File: config.mk
export PLATFORM = sky130hd
export DESIGN_NAME = fifo_write_arbiter_flat
export DESIGN_NICKNAME = d
export VERILOG_FILES = /design/src/rtl/fifo_write_arbiter_pkg.sv /design/src/rtl/fifo_write_arbiter_if.sv /design/src/rtl/fifo_write_arbiter_rr_picker.sv /design/src/rtl/fifo_write_arbiter.sv /design/src/flat_wrapper.sv
export SDC_FILE = /design/constraint.sdc
export NUM_CORES = 1
export LEC_CHECK = 0
export BUFFER_PORTS_ARGS = -buffer_cell sky130_fd_sc_hd__buf_2
export CORE_ASPECT_RATIO = 1.1
export CORE_MARGIN = 1.5
export CORE_UTILIZATION = 42
export DETAILED_ROUTE_END_ITERATION = 7
export PLACE_DENSITY_LB_ADDON = 0.12
export SYNTH_ARGS = -nofsm -noshare
export SYNTH_HDL_FRONTEND = slang
export SYNTH_HIERARCHICAL = 1
export SYNTH_SLANG_ARGS = --single-unit
export TNS_END_PERCENT = 100
File: constraint.sdc
create_clock -name wclk -period 2.6 [get_ports wclk]
set_clock_uncertainty 0.1 [all_clocks]
set_input_delay 0.26 -clock wclk [delete_from_list [all_inputs] [get_ports wclk]]
set_output_delay 0.26 -clock wclk [all_outputs]
set_load 0.02 [all_outputs]
File: src/rtl/fifo_write_arbiter_pkg.sv
// Shared types and width helpers for the FIFO write-port arbiter.
package fifo_arb_pkg;

   typedef enum logic {IDLE, GRANT} arb_state_e;

   localparam int unsigned DEFAULT_MAX_BURST = 4;

   // Counter/index width that never collapses to zero bits.
   function automatic int unsigned cw(input int unsigned n);
      return (n > 1) ? $clog2(n) : 1;
   endfunction

endpackage

File: src/rtl/fifo_write_arbiter_if.sv
// Requester handshake plus FIFO write-side signals of the write arbiter.
interface fifo_write_arbiter_if
   import fifo_arb_pkg::*;
#(
   parameter int unsigned NREQ = 4,
   parameter int unsigned DATA = 8
) ();

   localparam int unsigned IDW = cw(NREQ);

   logic [NREQ-1:0]      req_valid;
   logic [NREQ*DATA-1:0] req_data;
   logic [NREQ-1:0]      req_ready;
   logic                 wfull;
   logic                 winc;
   logic [DATA-1:0]      wdata;
   logic [IDW-1:0]       grant_id;
   logic                 busy;

   modport master (
      input  req_valid, req_data, wfull,
      output req_ready, winc, wdata, grant_id, busy
   );

   modport slave (
      output req_valid, req_data, wfull,
      input  req_ready, winc, wdata, grant_id, busy
   );

endinterface

File: src/rtl/fifo_write_arbiter_rr_picker.sv
// Combinational round-robin search: first set request after base_id, wrapping.
module rr_picker #(
   parameter int unsigned NREQ = 4,
   parameter int unsigned IDW  = 2
) (
   input  logic [NREQ-1:0] req,
   input  logic [IDW-1:0]  base_id,
   output logic            found,
   output logic [IDW-1:0]  pick_id
);

   always_comb begin
      int unsigned idx;
      idx     = 0;
      found   = 1'b0;
      pick_id = '0;
      // Offset NREQ lands back on base_id itself, so it is the last candidate.
      for (int unsigned k = 1; k <= NREQ; k++) begin
         idx = (32'(base_id) + k) % NREQ;
         if (!found && req[IDW'(idx)]) begin
            found   = 1'b1;
            pick_id = IDW'(idx);
         end
      end
   end

endmodule

File: src/rtl/fifo_write_arbiter.sv
// Round-robin burst arbiter driving the async FIFO write port from NREQ requesters.
module fifo_write_arbiter
   import fifo_arb_pkg::*;
#(
   parameter int unsigned NREQ      = 4,
   parameter int unsigned DATA      = 8,
   parameter int unsigned MAX_BURST = DEFAULT_MAX_BURST
) (
   input  logic                 wclk,
   input  logic                 wrstn,
   fifo_write_arbiter_if.master bus
);

   localparam int unsigned IDW = cw(NREQ);
   localparam int unsigned CW  = cw(MAX_BURST + 1);

   arb_state_e      state, next_state;
   logic [IDW-1:0]  grant_id, last_id, base_id, pick_id;
   logic [CW-1:0]   beat_cnt;
   logic            found, end_grant, winc_c, gvalid;
   logic [DATA-1:0] gdata, wdata_c;
   logic [NREQ-1:0] ready_c;
   logic [DATA-1:0] rdata [NREQ];

   for (genvar g = 0; g < NREQ; g++) begin : g_unpack
      assign rdata[g] = bus.req_data[g*DATA +: DATA];
   end

   assign gvalid = bus.req_valid[grant_id];
   assign gdata  = rdata[grant_id];

   // The same picker serves IDLE entry and end-of-grant hand-over.
   assign base_id = (state == GRANT) ? grant_id : last_id;

   rr_picker #(.NREQ(NREQ), .IDW(IDW)) u_pick (
      .req     (bus.req_valid),
      .base_id (base_id),
      .found   (found),
      .pick_id (pick_id)
   );

   always_comb begin
      next_state = state;
      ready_c    = '0;
      winc_c     = 1'b0;
      wdata_c    = '0;
      end_grant  = 1'b0;
      case (state)
         IDLE: begin
            if (found) next_state = GRANT;
         end
         GRANT: begin
            ready_c[grant_id] = !bus.wfull;
            winc_c            = gvalid && !bus.wfull;
            if (winc_c) wdata_c = gdata;
            end_grant = (winc_c && beat_cnt == CW'(MAX_BURST - 1)) || !gvalid;
            if (end_grant && !found) next_state = IDLE;
         end
         default: next_state = IDLE;
      endcase
   end

   always_ff @(posedge wclk or negedge wrstn) begin
      if (!wrstn) begin
         state    <= IDLE;
         grant_id <= '0;
         last_id  <= IDW'(NREQ - 1);
         beat_cnt <= '0;
      end else begin
         state <= next_state;
         case (state)
            IDLE: begin
               if (found) begin
                  grant_id <= pick_id;
                  beat_cnt <= '0;
               end
            end
            GRANT: begin
               if (end_grant) begin
                  last_id  <= grant_id;
                  beat_cnt <= '0;
                  if (found) grant_id <= pick_id;
               end else if (winc_c) begin
                  beat_cnt <= beat_cnt + CW'(1);
               end
            end
            default: ;
         endcase
      end
   end

   assign bus.req_ready = ready_c;
   assign bus.winc      = winc_c;
   assign bus.wdata     = wdata_c;
   assign bus.grant_id  = grant_id;
   assign bus.busy      = (state == GRANT);

endmodule
File: src/flat_wrapper.sv
// flat-port wrapper written by rule: the top's interface ports become plain ports
module fifo_write_arbiter_flat import fifo_arb_pkg::*;
#(
   parameter int unsigned NREQ      = 4,
   parameter int unsigned DATA      = 8,
   parameter int unsigned MAX_BURST = DEFAULT_MAX_BURST
)
  (wclk, wrstn, bus_req_valid, bus_req_data, bus_wfull, bus_req_ready, bus_winc, bus_wdata, bus_grant_id, bus_busy);
  fifo_write_arbiter_if #(.NREQ(NREQ), .DATA(DATA)) bus_i ();
  input  logic wclk;
  input  logic wrstn;
  input wire logic [$bits(bus_i.req_valid)-1:0] bus_req_valid;
  input wire logic [$bits(bus_i.req_data)-1:0] bus_req_data;
  input wire logic [$bits(bus_i.wfull)-1:0] bus_wfull;
  output wire logic [$bits(bus_i.req_ready)-1:0] bus_req_ready;
  output wire logic [$bits(bus_i.winc)-1:0] bus_winc;
  output wire logic [$bits(bus_i.wdata)-1:0] bus_wdata;
  output wire logic [$bits(bus_i.grant_id)-1:0] bus_grant_id;
  output wire logic [$bits(bus_i.busy)-1:0] bus_busy;
  assign bus_i.req_valid = bus_req_valid;
  assign bus_i.req_data = bus_req_data;
  assign bus_i.wfull = bus_wfull;
  assign bus_req_ready = bus_i.req_ready;
  assign bus_winc = bus_i.winc;
  assign bus_wdata = bus_i.wdata;
  assign bus_grant_id = bus_i.grant_id;
  assign bus_busy = bus_i.busy;
  fifo_write_arbiter #(.NREQ(NREQ), .DATA(DATA), .MAX_BURST(MAX_BURST)) u_core (.wclk(wclk), .wrstn(wrstn), .bus(bus_i));
endmodule
* Word level (Yosys, flattened, before mapping)
Index checks and enable logic that the tools add are counted.
Storage, ports and cells: output and inout port bits 16, bits in registers 8, ROM bits 0, bits in latches 0, input port bits 39, logic and storage cells 78, RAM bits 0, memories kept 0
Operators by class: magnitude comparators 7, bitwise logic cells 3, eq/ne operators 4, muxes and demuxes 39, reductions and logical operators 16, $add $sub $neg 5, shift operators 0, divide/modulo/power cells 0, multipliers 0
Operators by type and width (count):
- $mux 8 | 4
- $bmux 8 s2 | 1
- $lt 2x3->1 const B | 5
- $mux 1 | 14
- $mux 2 | 7
- $bmux 1 s2 | 5
- $mux 3 | 3
- $logic_and 1x1->1 | 7
- $logic_not 1->1 | 6
- $pmux 3 s2 | 1
- $add 2x1->2 const B | 2
- $add 2x2->2 const B | 2
- $and 4x4->4 | 1
- $mux 4 | 1
- $pmux 2 s2 | 1
- $reduce_and 2->1 | 2
- $add 3x1->3 const B | 1
- $eq 3x2->1 const B | 1
- $ge 3x3->1 const B | 1
- $ne 3x3->1 const B | 1
- $not 2->3 | 1
- $demux 1 s2 | 1
- $ge 2x1->1 const B | 1
- $ne 2x1->1 const B | 1
- other kinds (4) | 4

* Longest topological paths before layout
depth after elaboration 18, mapped depth 7, gate-level depth less buffers 5

* Modules after synthesis
Netlist, hierarchy kept.
Modules (own cells, without submodules):
- fifo_write_arbiter | cells each 65, seq. area each 202.7 um^2, area each 790.8 um^2, times used 1
- rr_picker | cells each 14, seq. area each 0.0 um^2, area each 91.3 um^2, times used 1

* Worst setup path after synthesis
No wires, ideal clock.
path type register -> register, start register u_core.state (netlist: u_core/bus.busy), end register u_core.grant_id[0] (netlist: u_core/bus.grant_id[0]), clock period less this slack 2.123 ns, path buffers 1, setup slack 0.477 ns, cell stages (with the launch flop) 7, data arrival time 1.898 ns, setup time 0.125 ns, required time 2.375 ns, path through dfrtp_1 clkbuf_1 mux2_2 nand2b_1 a21oi_2 o221ai_2 mux2_4
Between the ends: longest elaborated chain between the ends 17, elaborated cells between the ends (all ways) 33, classes of those cells add/sub: 4; eq/ne: 1; mux: 21; bitwise: 1; reduce/logical: 6
RTL lines:
- start: declaration | RTL line fifo_write_arbiter.sv:17 | arb_state_e state, next_state;
- start signal: assignment | RTL line fifo_write_arbiter.sv:70 | state <= next_state;
- $mux 2 (*) | RTL line fifo_write_arbiter.sv:33 | assign base_id = (state == GRANT) ? grant_id : last_id;
- named net u_core.base_id[1] | RTL line fifo_write_arbiter.sv:18 | logic [IDW-1:0] grant_id, last_id, base_id, pick_id;
- $add 2x1->2 | RTL line fifo_write_arbiter_rr_picker.sv:19 | idx = (32'(base_id) + k) % NREQ;
- $bmux 1 s2 | RTL line fifo_write_arbiter_rr_picker.sv:20 | if (!found && req[IDW'(idx)]) begin
- $mux 1 (implied by the code) | RTL line fifo_write_arbiter_rr_picker.sv:20
- $mux 1 | RTL line fifo_write_arbiter_rr_picker.sv:20
- $logic_not 1->1 | RTL line fifo_write_arbiter_rr_picker.sv:20
- $logic_and 1x1->1 | RTL line fifo_write_arbiter_rr_picker.sv:20
- [3 not listed]
- $mux 1 | RTL line fifo_write_arbiter_rr_picker.sv:20
- $logic_not 1->1 | RTL line fifo_write_arbiter_rr_picker.sv:20
- $logic_and 1x1->1 | RTL line fifo_write_arbiter_rr_picker.sv:20
- $mux 2 (*) | RTL line fifo_write_arbiter_rr_picker.sv:20
- named net u_core.pick_id[0] | RTL line fifo_write_arbiter.sv:18
- $mux 2 (*) | RTL line fifo_write_arbiter.sv:73, fifo_write_arbiter.sv:82
- $mux 2 | RTL line fifo_write_arbiter.sv:79 | if (end_grant) begin
- $pmux 2 s2 (*) | RTL line fifo_write_arbiter.sv:71 | case (state)
- end signal: assignment | RTL line fifo_write_arbiter.sv:74 | grant_id <= pick_id;
- end signal: assignment | RTL line fifo_write_arbiter.sv:82 | if (found) grant_id <= pick_id;
- end: declaration | RTL line fifo_write_arbiter.sv:18
Mark *: on every way through the listed nets, which the timed path passes. The rest lies on a longest branch. The select of a mux whose other input is x is not followed. A chain may end at the register's enable or synchronous reset.

* Worst setup path after layout
start register u_core.grant_id[1] (netlist: u_core/bus.grant_id[1]), end output port bus_wdata[2]
Between the ends: longest elaborated chain between the ends 6, elaborated cells between the ends (all ways) 9, classes of those cells mux: 7; bitwise: 1; reduce/logical: 1
RTL lines:
- $not 2->3 (implied by the code) | RTL line fifo_write_arbiter.sv:30 | assign gdata = rdata[grant_id];
- $bmux 8 s2 | RTL line fifo_write_arbiter.sv:30
- $mux 8 (implied by the code) (2 in series) | RTL line fifo_write_arbiter.sv:30
- $mux 8 (*) | RTL line fifo_write_arbiter.sv:55 | if (winc_c) wdata_c = gdata;
- $mux 8 (*) | RTL line fifo_write_arbiter.sv:48 | case (state)
- end: declaration | RTL line flat_wrapper.sv:17 | output wire logic [$bits(bus_i.wdata)-1:0] bus_wdata;
Every way passes the cells marked *; elsewhere a longest branch is shown, timed or not. The select of a mux whose other input is x is not followed.

==> summary.txt <==
PortBufs = 54
Main synth FF type = dfrtp_1
syn_nets = 120
outcome = finished clean
Synth cell types = 28
Root Driver = clkbuf_4
Pwr Density = 920 nW/um^2
final core occ = 59.7%
minimum clock period = 2.26 ns
fill count = 200
Post-synth EDFFs = 0
final hold vios = 0
core area = 2000 um^2
Die W = 46.7 um
Setup Fix Bufs, Post-CTS = 0
fraction of registers with async set/reset = 100%
cell area after synthesis = 882 um^2
sequential share of the synthesized area = 23.0%
Worst Max-Slew Pin Slew = 0.617 ns
post-CTS sizing = 0
Crit path arrival time = 1.90 ns
Max Cap Viol = 0
routed vias = 824
largest net degree at the start of global routing = 18
GP Congestion = 0.730
hpwl dp = 1630 um
commonest cells after routing, fill and taps aside = buf_2, and3_1, inv_1, dfrtp_1, mux4_1
Leak = 0.644 nW
path type of the worst min-delay path = in -> async
final setup vio count = 0
Clk Latency, worst-skew pair = 0.26 ns
CP Launch Type = register
hold_buf cts = 1
Tcrit/Tclk final = 87.1%
Longest Clk Path Bufs = 2
Final ANT Viol Nets = 0
CTS tree = yes
grt ovf = 0
FF+latch area = 203 um^2
worst vdd ir = 0.000510 V
critical path class = reg -> out
GRT Total Usage = 17.9%
maximum clock frequency = 0.442 GHz
multi-input logic area = 623 um^2
clock sink count = 8
Final Net Count = 174
Avg Cell Area, Syn = 11.2 um^2
Iteration-0 DRC Markers = 13
Ant. Diodes = 0
initial antenna violation count = 0
TritonRoute pass-1 iters = 4
die height = 51.1 um
setup_tns = 0 ns
Initial Utilization = 44.1%
Yosys reg bits = 8
RSZ-0062 raised after global routing = no
die area = 2380 um^2
crit end category = output pin
Detailed Route WL = 2070 um
post-synthesis cell count = 79
CTS Buf Count = 3
H-tree depth = 1
Routed wire per std cell = 13.0 um
vias in the first global route = 773
first-pass GRT wire length = 3110 um
# IOs = 55
clock-pin slew on the worst setup and hold paths = 0.06 ns
max-slew violations = 0
Area growth syn-to-layout = 35.3%
Worst Path Max Fanout = 17
reg2reg setup slack = 0.57 ns
commonest non-fill, non-tap cell in the layout = buf_2
via/cell ratio = 5.18
synth warn = 6
# rows = 17
Req. time, crit path = 2.24 ns
DR DRC count = 0
ratio of cells with drive above 1 in the final layout = 57.3%
slew margin rel. = 58.8%
[worst paths after layout]
path	from	to	depth (start not counted)
max	u_core/bus.grant_id[1]	bus_wdata[2]	3
min	wrstn	u_core/bus.busy	2
max reg2reg	u_core/bus.grant_id[1]	u_core/bus.grant_id[0]	3
min reg2reg	u_core/beat_cnt[1]	u_core/beat_cnt[1]	2
max in group asynchronous	wrstn	u_core/last_id[1]	2
min in group wclk	bus_wfull	u_core/beat_cnt[2]	3
[metal layers]
layer  routed length, um  track usage [%]  up-vias  share of wire (%)
met1                 826             18.9      377                 40
met5                   0                0        -                  0
li1                    -                -      406                  -
met4                  22             8.33        0                1.1
met2                1030             32.9       39                 50
met3                 196             2.83        2                9.5
[Yosys cell counts (2+ instances only)]
cell type,count,share of area (%)
nand2b_1,4,2.8
mux2_2,4,5.1
nor2_1,4,1.7
a21oi_1,2,1.1
mux4_1,5,15
and3_1,9,6.4
mux2_4,2,3.4
ha_1,2,2.8
nand2_1,4,1.7
dfrtp_1,6,17
a31oi_4,2,4.8
clkbuf_1,6,2.6
mux4_2,4,10
mux2i_1,4,4.5
nand4_1,2,1.4
inv_1,6,2.6
dfstp_2,2,6.0
[power breakdown]
part,switching [W],total [W],internal (W),leakage (nW)
Clock,0.0000452,0.0000982,0.0000530,0.0138
Sequential,0.0000715,0.000259,0.000187,0.0930
Combinational,0.000351,0.000742,0.000391,0.537
[worst max-delay path, cell delays in order, from the launching register on]
cell	delay [ns]
dfrtp_1	0.66
mux4_2	0.58
and3_1	0.25
buf_2	0.15
[final cells by class]
| cell class | count | share of cell area, % |
|---|---|---|
| flip-flops and latches | 8 | 17.0 |
| well taps | 28 | 2.94 |
| inverters | 6 | 1.89 |
| repair buffers | 56 | 24.1 |
| multi-input cells | 58 | 52.2 |
| clock buffers | 3 | 1.89 |
[flip-flops by register name, indices dropped and copies added (netlist names)]
register,count
u_core/beat_cnt,3
u_core/bus.grant_id,2
u_core/last_id,2
u_core/bus.busy,1
[cells by family after synthesis]
| family | share of synthesized area (%) |
|---|---|
| muxes | 38.2 |
| AOI/OAI and AO/OA | 10.6 |
| buffers and inverters | 6.38 |
| adders and majority gates | 2.84 |
| and+or+nand+nor | 19.0 |
| DFF | 23.0 |
[per-stage QoR]
stage | hold WS, ns | area, um^2 | std cells | total power (W) | worst slack, ns
detailed placement | 0.0106 | 1160 | 155 | 0.00101 | 0.560
global route | 0.271 | 1190 | 159 | 0.00119 | 0.173
global placement | 0.0125 | 1160 | 155 | 0.000989 | 0.588
finish | 0.267 | 1190 | 159 | 0.00110 | 0.336
CTS | 0.259 | 1190 | 159 | 0.00111 | 0.314
floorplan | -0.136 | 882 | 79 | 0.000850 | 0.477
No activity file was read; power rests on OpenSTA's default activity.
